--- src/rtl/dtree_seq_eval.sv ---
// Table-driven decision-tree classifier: captures a feature vector, walks one
// node per clock through a loadable node table and returns the leaf class.
module dtree_seq_eval #(
    parameter int unsigned N_FEAT    = 5,
    parameter int unsigned FEAT_W    = 8,
    parameter int unsigned N_NODES   = 64,
    parameter int unsigned MAX_DEPTH = 16,
    parameter int unsigned CLASS_W   = 6,
    localparam int unsigned ADDR_W   = $clog2(N_NODES),
    localparam int unsigned FIDX_W   = $clog2(N_FEAT),
    localparam int unsigned SH_W     = $clog2(FEAT_W),
    localparam int unsigned NODE_W   = 1 + FIDX_W + SH_W + FEAT_W + 2 * ADDR_W
) (
    input  logic                       clk,
    input  logic                       rst,
    input  logic                       cfg_we,
    input  logic [ADDR_W-1:0]          cfg_addr,
    input  logic [NODE_W-1:0]          cfg_data,
    output logic                       cfg_err,
    input  logic                       in_valid,
    output logic                       in_ready,
    input  logic [N_FEAT*FEAT_W-1:0]   in_feat,
    output logic                       out_valid,
    input  logic                       out_ready,
    output logic [CLASS_W-1:0]         out_class,
    output logic                       out_err
);

    localparam int unsigned STEP_W = $clog2(MAX_DEPTH + 1);

    localparam logic [1:0] IDLE = 2'd0;
    localparam logic [1:0] WALK = 2'd1;
    localparam logic [1:0] DONE = 2'd2;

    logic [NODE_W-1:0]          table_q [N_NODES];
    logic [1:0]                 state, state_nxt;
    logic [ADDR_W-1:0]          ptr, ptr_nxt;
    logic [STEP_W-1:0]          steps, steps_nxt;
    logic [N_FEAT*FEAT_W-1:0]   feat_q, feat_nxt;
    logic [CLASS_W-1:0]         class_nxt;
    logic                       err_nxt;

    logic [NODE_W-1:0]          node;
    logic                       n_leaf;
    logic [FIDX_W-1:0]          n_fidx;
    logic [SH_W-1:0]            n_shift;
    logic [FEAT_W-1:0]          n_thr;
    logic [ADDR_W-1:0]          n_left, n_right, child;
    logic [FEAT_W-1:0]          sel;
    logic                       cond, child_bad, depth_hit, table_wr;

    // Node decode: leaf | fidx | shift | thr | left | right
    assign node      = table_q[ptr];
    assign n_leaf    = node[NODE_W-1];
    assign n_fidx    = node[NODE_W-2 -: FIDX_W];
    assign n_shift   = node[NODE_W-2-FIDX_W -: SH_W];
    assign n_thr     = node[2*ADDR_W +: FEAT_W];
    assign n_left    = node[ADDR_W +: ADDR_W];
    assign n_right   = node[0 +: ADDR_W];

    // Out-of-range feature indices fall back to feature 0
    always_comb begin
        sel = feat_q[FEAT_W-1:0];
        for (int unsigned f = 1; f < N_FEAT; f++) begin
            if (n_fidx == FIDX_W'(f)) sel = feat_q[f*FEAT_W +: FEAT_W];
        end
    end

    assign cond      = (sel >> n_shift) <= n_thr;
    assign child     = cond ? n_left : n_right;
    assign child_bad = {1'b0, child} >= (ADDR_W+1)'(N_NODES);
    assign depth_hit = steps == STEP_W'(MAX_DEPTH);
    assign table_wr  = cfg_we && (state == IDLE) &&
                       ({1'b0, cfg_addr} < (ADDR_W+1)'(N_NODES));

    always_comb begin
        state_nxt = state;
        ptr_nxt   = ptr;
        steps_nxt = steps;
        feat_nxt  = feat_q;
        class_nxt = out_class;
        err_nxt   = out_err;
        case (state)
            IDLE: begin
                if (in_valid) begin
                    feat_nxt  = in_feat;
                    ptr_nxt   = '0;
                    steps_nxt = '0;
                    state_nxt = WALK;
                end
            end
            WALK: begin
                if (n_leaf) begin
                    class_nxt = n_thr[CLASS_W-1:0];
                    err_nxt   = 1'b0;
                    state_nxt = DONE;
                end else if (child_bad || depth_hit) begin
                    class_nxt = '0;
                    err_nxt   = 1'b1;
                    state_nxt = DONE;
                end else begin
                    ptr_nxt   = child;
                    steps_nxt = steps + STEP_W'(1);
                end
            end
            DONE: begin
                if (out_ready) state_nxt = IDLE;
            end
            default: state_nxt = IDLE;
        endcase
    end

    always_ff @(posedge clk) begin
        if (rst) begin
            state     <= IDLE;
            ptr       <= '0;
            steps     <= '0;
            feat_q    <= '0;
            out_class <= '0;
            out_err   <= 1'b0;
            in_ready  <= 1'b1;
            out_valid <= 1'b0;
            cfg_err   <= 1'b0;
        end else begin
            state     <= state_nxt;
            ptr       <= ptr_nxt;
            steps     <= steps_nxt;
            feat_q    <= feat_nxt;
            out_class <= class_nxt;
            out_err   <= err_nxt;
            in_ready  <= state_nxt == IDLE;
            out_valid <= state_nxt == DONE;
            if (cfg_we && state != IDLE) cfg_err <= 1'b1;
        end
    end

    // Table survives reset; writes land only while idle
    always_ff @(posedge clk) begin
        if (table_wr) table_q[cfg_addr] <= cfg_data;
    end

endmodule

--- config.mk ---
export PLATFORM = sky130hd
export DESIGN_NAME = dtree_seq_eval
export DESIGN_NICKNAME = d
export VERILOG_FILES = /design/src/rtl/dtree_seq_eval.sv
export SDC_FILE = /design/constraint.sdc
export NUM_CORES = 2
export LEC_CHECK = 0
export ABC_AREA = 1
export CAP_MARGIN = 30
export CELL_PAD_IN_SITES_DETAIL_PLACEMENT = 1
export CELL_PAD_IN_SITES_GLOBAL_PLACEMENT = 2
export CORE_ASPECT_RATIO = 2
export CORE_MARGIN = 2
export CORE_UTILIZATION = 41
export DETAILED_ROUTE_END_ITERATION = 12
export PLACE_DENSITY = 0.83
export SETUP_SLACK_MARGIN = 0.15
export SYNTH_ARGS = -nofsm -noshare
export SYNTH_HDL_FRONTEND = slang
export SYNTH_SLANG_ARGS = --single-unit
--- constraint.sdc ---
create_clock -name clk -period 4.2 [get_ports clk]
set_clock_uncertainty 0.15 [all_clocks]
set_input_delay 0.42 -clock clk [delete_from_list [all_inputs] [get_ports clk]]
set_output_delay 0.42 -clock clk [all_outputs]
set_load 0.02 [all_outputs]
==> report_table.html <==
<table>
<tr><th>Metric</th><th>Value</th></tr>
<tr><th colspan="2">Placed design</th></tr>
<tr><td>GPL Wtd Cong</td><td>0.8398</td></tr>
<tr><td>Final HPWL from detailed placement</td><td>147900 um</td></tr>
<tr><td>Number of placed cells counting well taps</td><td>7864</td></tr>
<tr><td>Input/output buffers</td><td>87</td></tr>
<tr><td>Pre-CTS worst setup slack</td><td>-0.4646 ns</td></tr>
<tr><td>Post-detailed-placement cell area</td><td>78210 um^2</td></tr>
<tr><th colspan="2">Synth</th></tr>
<tr><td>Mean instance size in the synthesized netlist</td><td>13.12 um^2</td></tr>
<tr><td>Proportion of netlist area held by the largest area contributor</td><td>72.38%</td></tr>
<tr><td>Cell count after synthesis</td><td>5465</td></tr>
<tr><td>#FFs+latches synth</td><td>1797</td></tr>
<tr><td>Yosys warnings</td><td>0</td></tr>
<tr><td>Unique masters post-synth</td><td>48</td></tr>
<tr><td>Net count after synthesis</td><td>5553</td></tr>
<tr><td>Sequential share of the synthesized area</td><td>74.30%</td></tr>
<tr><td>Post-synthesis instance area</td><td>71690 um^2</td></tr>
<tr><td>Ranking of synthesized cells by area</td><td>sky130_fd_sc_hd__edfxtp_1 (72%), sky130_fd_sc_hd__o21ai_0 (4.6%), sky130_fd_sc_hd__nor2_1 (4.2%), sky130_fd_sc_hd__nand2_1 (3.5%), sky130_fd_sc_hd__dfxtp_1 (1.9%)</td></tr>
<tr><td>Cell accounting for the most synthesized area</td><td>sky130_fd_sc_hd__edfxtp_1</td></tr>
<tr><th colspan="2">Layout</th></tr>
<tr><td>Final-stage net count</td><td>5896</td></tr>
<tr><td>Share of post-route cells with drive strength above 1</td><td>15.48%</td></tr>
<tr><td>Number of inserted filler cells in the final layout</td><td>17423</td></tr>
<tr><td>Post-Layout Cell Count</td><td>8223</td></tr>
<tr><td>Final instance area</td><td>84990 um^2</td></tr>
<tr><td>Area grow syn2layout</td><td>18.55%</td></tr>
<tr><td>Post-Route Utilization</td><td>48.76%</td></tr>
<tr><th colspan="2">CTS</th></tr>
<tr><td>Clock slew seen by the registers of the worst setup and hold paths</td><td>0.07 ns</td></tr>
<tr><td>Longest Clk Path Bufs</td><td>4</td></tr>
<tr><td>Num CTS Buffers</td><td>159</td></tr>
<tr><td>Buffer type at the clock tree root</td><td>sky130_fd_sc_hd__clkbuf_16</td></tr>
<tr><td>Clock latency on the worst-skew pair</td><td>0.81 ns</td></tr>
<tr><td>Htree depth</td><td>4</td></tr>
<tr><td>Clock sinks</td><td>1797</td></tr>
<tr><td>TritonCTS clock tree</td><td>done</td></tr>
<tr><th colspan="2">Worst setup path</th></tr>
<tr><td>Count of cell instances traversed by the critical path</td><td>35</td></tr>
<tr><td>Slowest cell on the critical path</td><td>sky130_fd_sc_hd__dfxtp_4</td></tr>
<tr><td>Highest net fanout along the worst path</td><td>8</td></tr>
<tr><td>Classification of the worst setup path</td><td>register to register</td></tr>
<tr><td>Cell family contributing the most delay on the critical path</td><td>simple AND/OR/NAND/NOR gates</td></tr>
<tr><td>Slowest Stage Delay on Critical Path</td><td>0.37 ns</td></tr>
<tr><td>Crit path top cell by count</td><td>sky130_fd_sc_hd__nand3_2</td></tr>
<tr><td>Critical Path AT</td><td>5.16 ns</td></tr>
<tr><td>Depth of the worst register-to-register path</td><td>35</td></tr>
<tr><td>Required arrival time at the worst endpoint</td><td>4.75 ns</td></tr>
<tr><td>Crit. End Element</td><td>register</td></tr>
<tr><td>Startpoint types</td><td>register</td></tr>
<tr><td>Number of buffer and inverter instances along the worst setup path</td><td>9</td></tr>
<tr><td>Setup slack of the most critical reg-to-reg path</td><td>-0.41 ns</td></tr>
<tr><th colspan="2">STA</th></tr>
<tr><td>Final number of hold-violating endpoints</td><td>0</td></tr>
<tr><td>Maximum achievable frequency</td><td>217.0 MHz</td></tr>
<tr><td>Min Tclk post-route</td><td>4.609 ns</td></tr>
<tr><td>Rel. slew slack</td><td>36.19%</td></tr>
<tr><td>Worst setup slack after layout</td><td>-0.4087 ns</td></tr>
<tr><td>Setup-violating endpoint count in the final report</td><td>12</td></tr>
<tr><td>Ratio of final minimum period to clock period</td><td>109.7%</td></tr>
<tr><td>Transition time at the pin with the least slew margin</td><td>0.9545 ns</td></tr>
<tr><td>Count of pins over their slew limit</td><td>0</td></tr>
<tr><td>Final worst hold slack</td><td>0.01285 ns</td></tr>
<tr><td>Setup repair after global routing missed its margin</td><td>yes</td></tr>
<tr><td>Sum of negative setup slack</td><td>-4.331 ns</td></tr>
<tr><th colspan="2">GRT</th></tr>
<tr><td>Overall Global Routing Usage</td><td>26.60%</td></tr>
<tr><td>Largest net degree at the start of global routing</td><td>68</td></tr>
<tr><td>Remaining global-route overflow</td><td>0</td></tr>
<tr><td>Vias in the first global route</td><td>52519</td></tr>
<tr><td>Number of antenna violations at the first check in global routing</td><td>3</td></tr>
<tr><td>Wire length of the first global-routing pass</td><td>350400 um</td></tr>
<tr><th colspan="2">Power</th></tr>
<tr><td>Worst IR Drop VDD</td><td>511.1 uV</td></tr>
<tr><td>Total chip power</td><td>62.97 mW</td></tr>
<tr><td>Leak</td><td>28.18 nW</td></tr>
<tr><td>Pwr dens</td><td>740.9 nW/um^2</td></tr>
<tr><th colspan="2">Job</th></tr>
<tr><td>Reported max-cap violation count</td><td>0</td></tr>
<tr><th colspan="2">Floorplan</th></tr>
<tr><td>Placeable core region</td><td>174300 um^2</td></tr>
<tr><td>DIE HEIGHT</td><td>595.4 um</td></tr>
<tr><td>Starting Density</td><td>41.13%</td></tr>
<tr><td>Rows</td><td>217</td></tr>
<tr><td>I/O pin count</td><td>88</td></tr>
<tr><td>Die Wd</td><td>299.7 um</td></tr>
<tr><td>Die outline area</td><td>178400 um^2</td></tr>
<tr><th colspan="2">Route</th></tr>
<tr><td>Number of DRC violations after detailed-routing iteration 0</td><td>4979</td></tr>
<tr><td>Routed WL</td><td>244100 um</td></tr>
<tr><td>Routed Antenna Nets</td><td>0</td></tr>
<tr><td>Drt via density</td><td>6.046</td></tr>
<tr><td>Routed WL per cell</td><td>29.68 um</td></tr>
<tr><td>Vias post-DR</td><td>49717</td></tr>
<tr><td>Detailed Routing Iterations Pass 1</td><td>6</td></tr>
<tr><td>Detailed-route DRC error count</td><td>0</td></tr>
<tr><th colspan="2">Run status</th></tr>
<tr><td>Result of the run</td><td>complete, but fails checks</td></tr>
<tr><td>Violations in the final reports</td><td>negative setup slack</td></tr>
<tr><th colspan="2">Min path</th></tr>
<tr><td>Min-Delay Path Class</td><td>primary input to register</td></tr>
</table>
## layout by cell type, fill, tap and decap left out, types with 13 or more instances in the layout
| cell | instances |
|---|---|
| sky130_fd_sc_hd__nor2_1 | 725 |
| sky130_fd_sc_hd__inv_1 | 36 |
| sky130_fd_sc_hd__edfxtp_1 | 1728 |
| sky130_fd_sc_hd__buf_4 | 281 |
| sky130_fd_sc_hd__buf_12 | 138 |
| sky130_fd_sc_hd__buf_16 | 15 |
| sky130_fd_sc_hd__nand2_1 | 635 |
| sky130_fd_sc_hd__a32o_1 | 55 |
| sky130_fd_sc_hd__clkdlybuf4s50_1 | 60 |
| sky130_fd_sc_hd__buf_6 | 19 |
| sky130_fd_sc_hd__bufinv_16 | 13 |
| sky130_fd_sc_hd__nor2_4 | 73 |
| sky130_fd_sc_hd__o221ai_1 | 120 |
| sky130_fd_sc_hd__o22ai_1 | 201 |
| sky130_fd_sc_hd__dfxtp_1 | 64 |
| sky130_fd_sc_hd__o21ai_0 | 657 |
| sky130_fd_sc_hd__a221oi_1 | 58 |
| sky130_fd_sc_hd__buf_2 | 27 |
| sky130_fd_sc_hd__o211ai_1 | 22 |
| sky130_fd_sc_hd__clkbuf_16 | 168 |
| sky130_fd_sc_hd__dlygate4sd3_1 | 20 |
| sky130_fd_sc_hd__clkinv_2 | 29 |
| sky130_fd_sc_hd__o21ai_1 | 65 |
| sky130_fd_sc_hd__a21oi_1 | 219 |
| sky130_fd_sc_hd__clkinv_1 | 34 |
| sky130_fd_sc_hd__nand3_2 | 45 |
| sky130_fd_sc_hd__nand3_1 | 222 |
| sky130_fd_sc_hd__nand2_2 | 25 |
| sky130_fd_sc_hd__clkbuf_1 | 27 |
## worst reg2reg max path: cells and delay by family (launching register included)
family	cells	cell delay [ns]
AND/OR/NAND/NOR	21	2.10
adder cells (fa/ha/maj)	1	0.27
buffers and inverters	9	1.13
AO/OA/AOI/OAI	4	0.49
flip-flops	1	0.37
## repair_timing
item | 4_1_cts | 5_1_grt
hold endpoints to repair | 171 | 90
pin swaps | 14 | 44
gates resized for setup | 78 | 111
hold buffers | 11 | 9
setup endpoints to repair | 12 | 22
gates cloned | 10 | 6
setup buffers | 14 | 23
## sequential cells by signal, summed over array words and instances, names as in the netlist, named ones only
name,cells
cfg_err,1
feat_q,40
table_q,1728
out_valid,1
out_class,6
ptr,6
state,2
out_err,1
steps,5
in_ready,1
## cell usage after synthesis, drive strengths merged
cell	count
o31ai	5
edfxtp	1728
o221ai	122
o21bai	3
a221o	4
xor2	1
nand4	11
nand3b	1
nor3	6
a221oi	59
clkbuf	136
o211ai	23
o22ai	201
o311ai	11
nor2	804
a21oi	229
or2	10
nand2	668
ha	10
clkinv	1
a32o	55
dfxtp	69
o21a	1
buf	257
o32ai	8
a311oi	1
inv	48
o21ai	723
nand3	270
## how the worst min path moves through the flow
stage / slack [ns] / end / from / cells after the start
6_report: 0.01 / table_q[6][4] / cfg_data[4] / 1
3_3_place_gp: 0.30 / cfg_err / cfg_err / 2
4_1_cts: 0.007 / table_q[8][4] / cfg_data[4] / 1
5_1_grt: 0.04 / table_q[6][4] / cfg_data[4] / 1
3_5_place_dp: 0.31 / out_class[4] / out_class[4] / 2
2_1_floorplan: 0.30 / feat_q[33] / feat_q[33] / 2
## final cells by class
| class | instances | area (um^2) | area share [%] |
|---|---|---|---|
| inverters | 49 | 250.2 | 0.2944 |
| flip-flops and latches | 1797 | 53290 | 62.70 |
| clock inverters | 86 | 743.2 | 0.8745 |
| repair buffers | 573 | 6725 | 7.913 |
| well taps | 2299 | 2877 | 3.384 |
| multi-input cells | 3227 | 16900 | 19.89 |
| clock buffers | 190 | 4180 | 4.918 |
| diodes | 1 | 2.502 | 0.002944 |
| repair inverters | 1 | 20.02 | 0.02355 |
## power breakdown
group	switching (mW)	internal [mW]	total (mW)	leakage, nW
clock	6.61	7.90	14.5	2.41
sequential	0.210	19.9	20.1	16.1
combinational	18.1	10.2	28.3	9.66
total	24.9	38.1	63.0	28.2
## layer usage
metal	GRT usage, %	wire length (um)	vias up	part of all wire, %
met2	48.51	129700	2126	53
met3	2.891	12700	768	5.2
met1	29.06	84530	25718	35
li1	-	-	21105	-
met4	17.36	17140	0	7.0
met5	0	0	-	0
## cell families after synthesis
logic type	Yosys count	synth area share [%]
and+or+nand+nor	1770	9.930
xor gates and xnor gates	1	0.01222
DFF	1797	74.30
adders and majority gates	10	0.1745
buffers and inverters	442	3.550
AOI/OAI and AO/OA	1445	12.03
No activity file was read; power rests on OpenSTA's default activity.
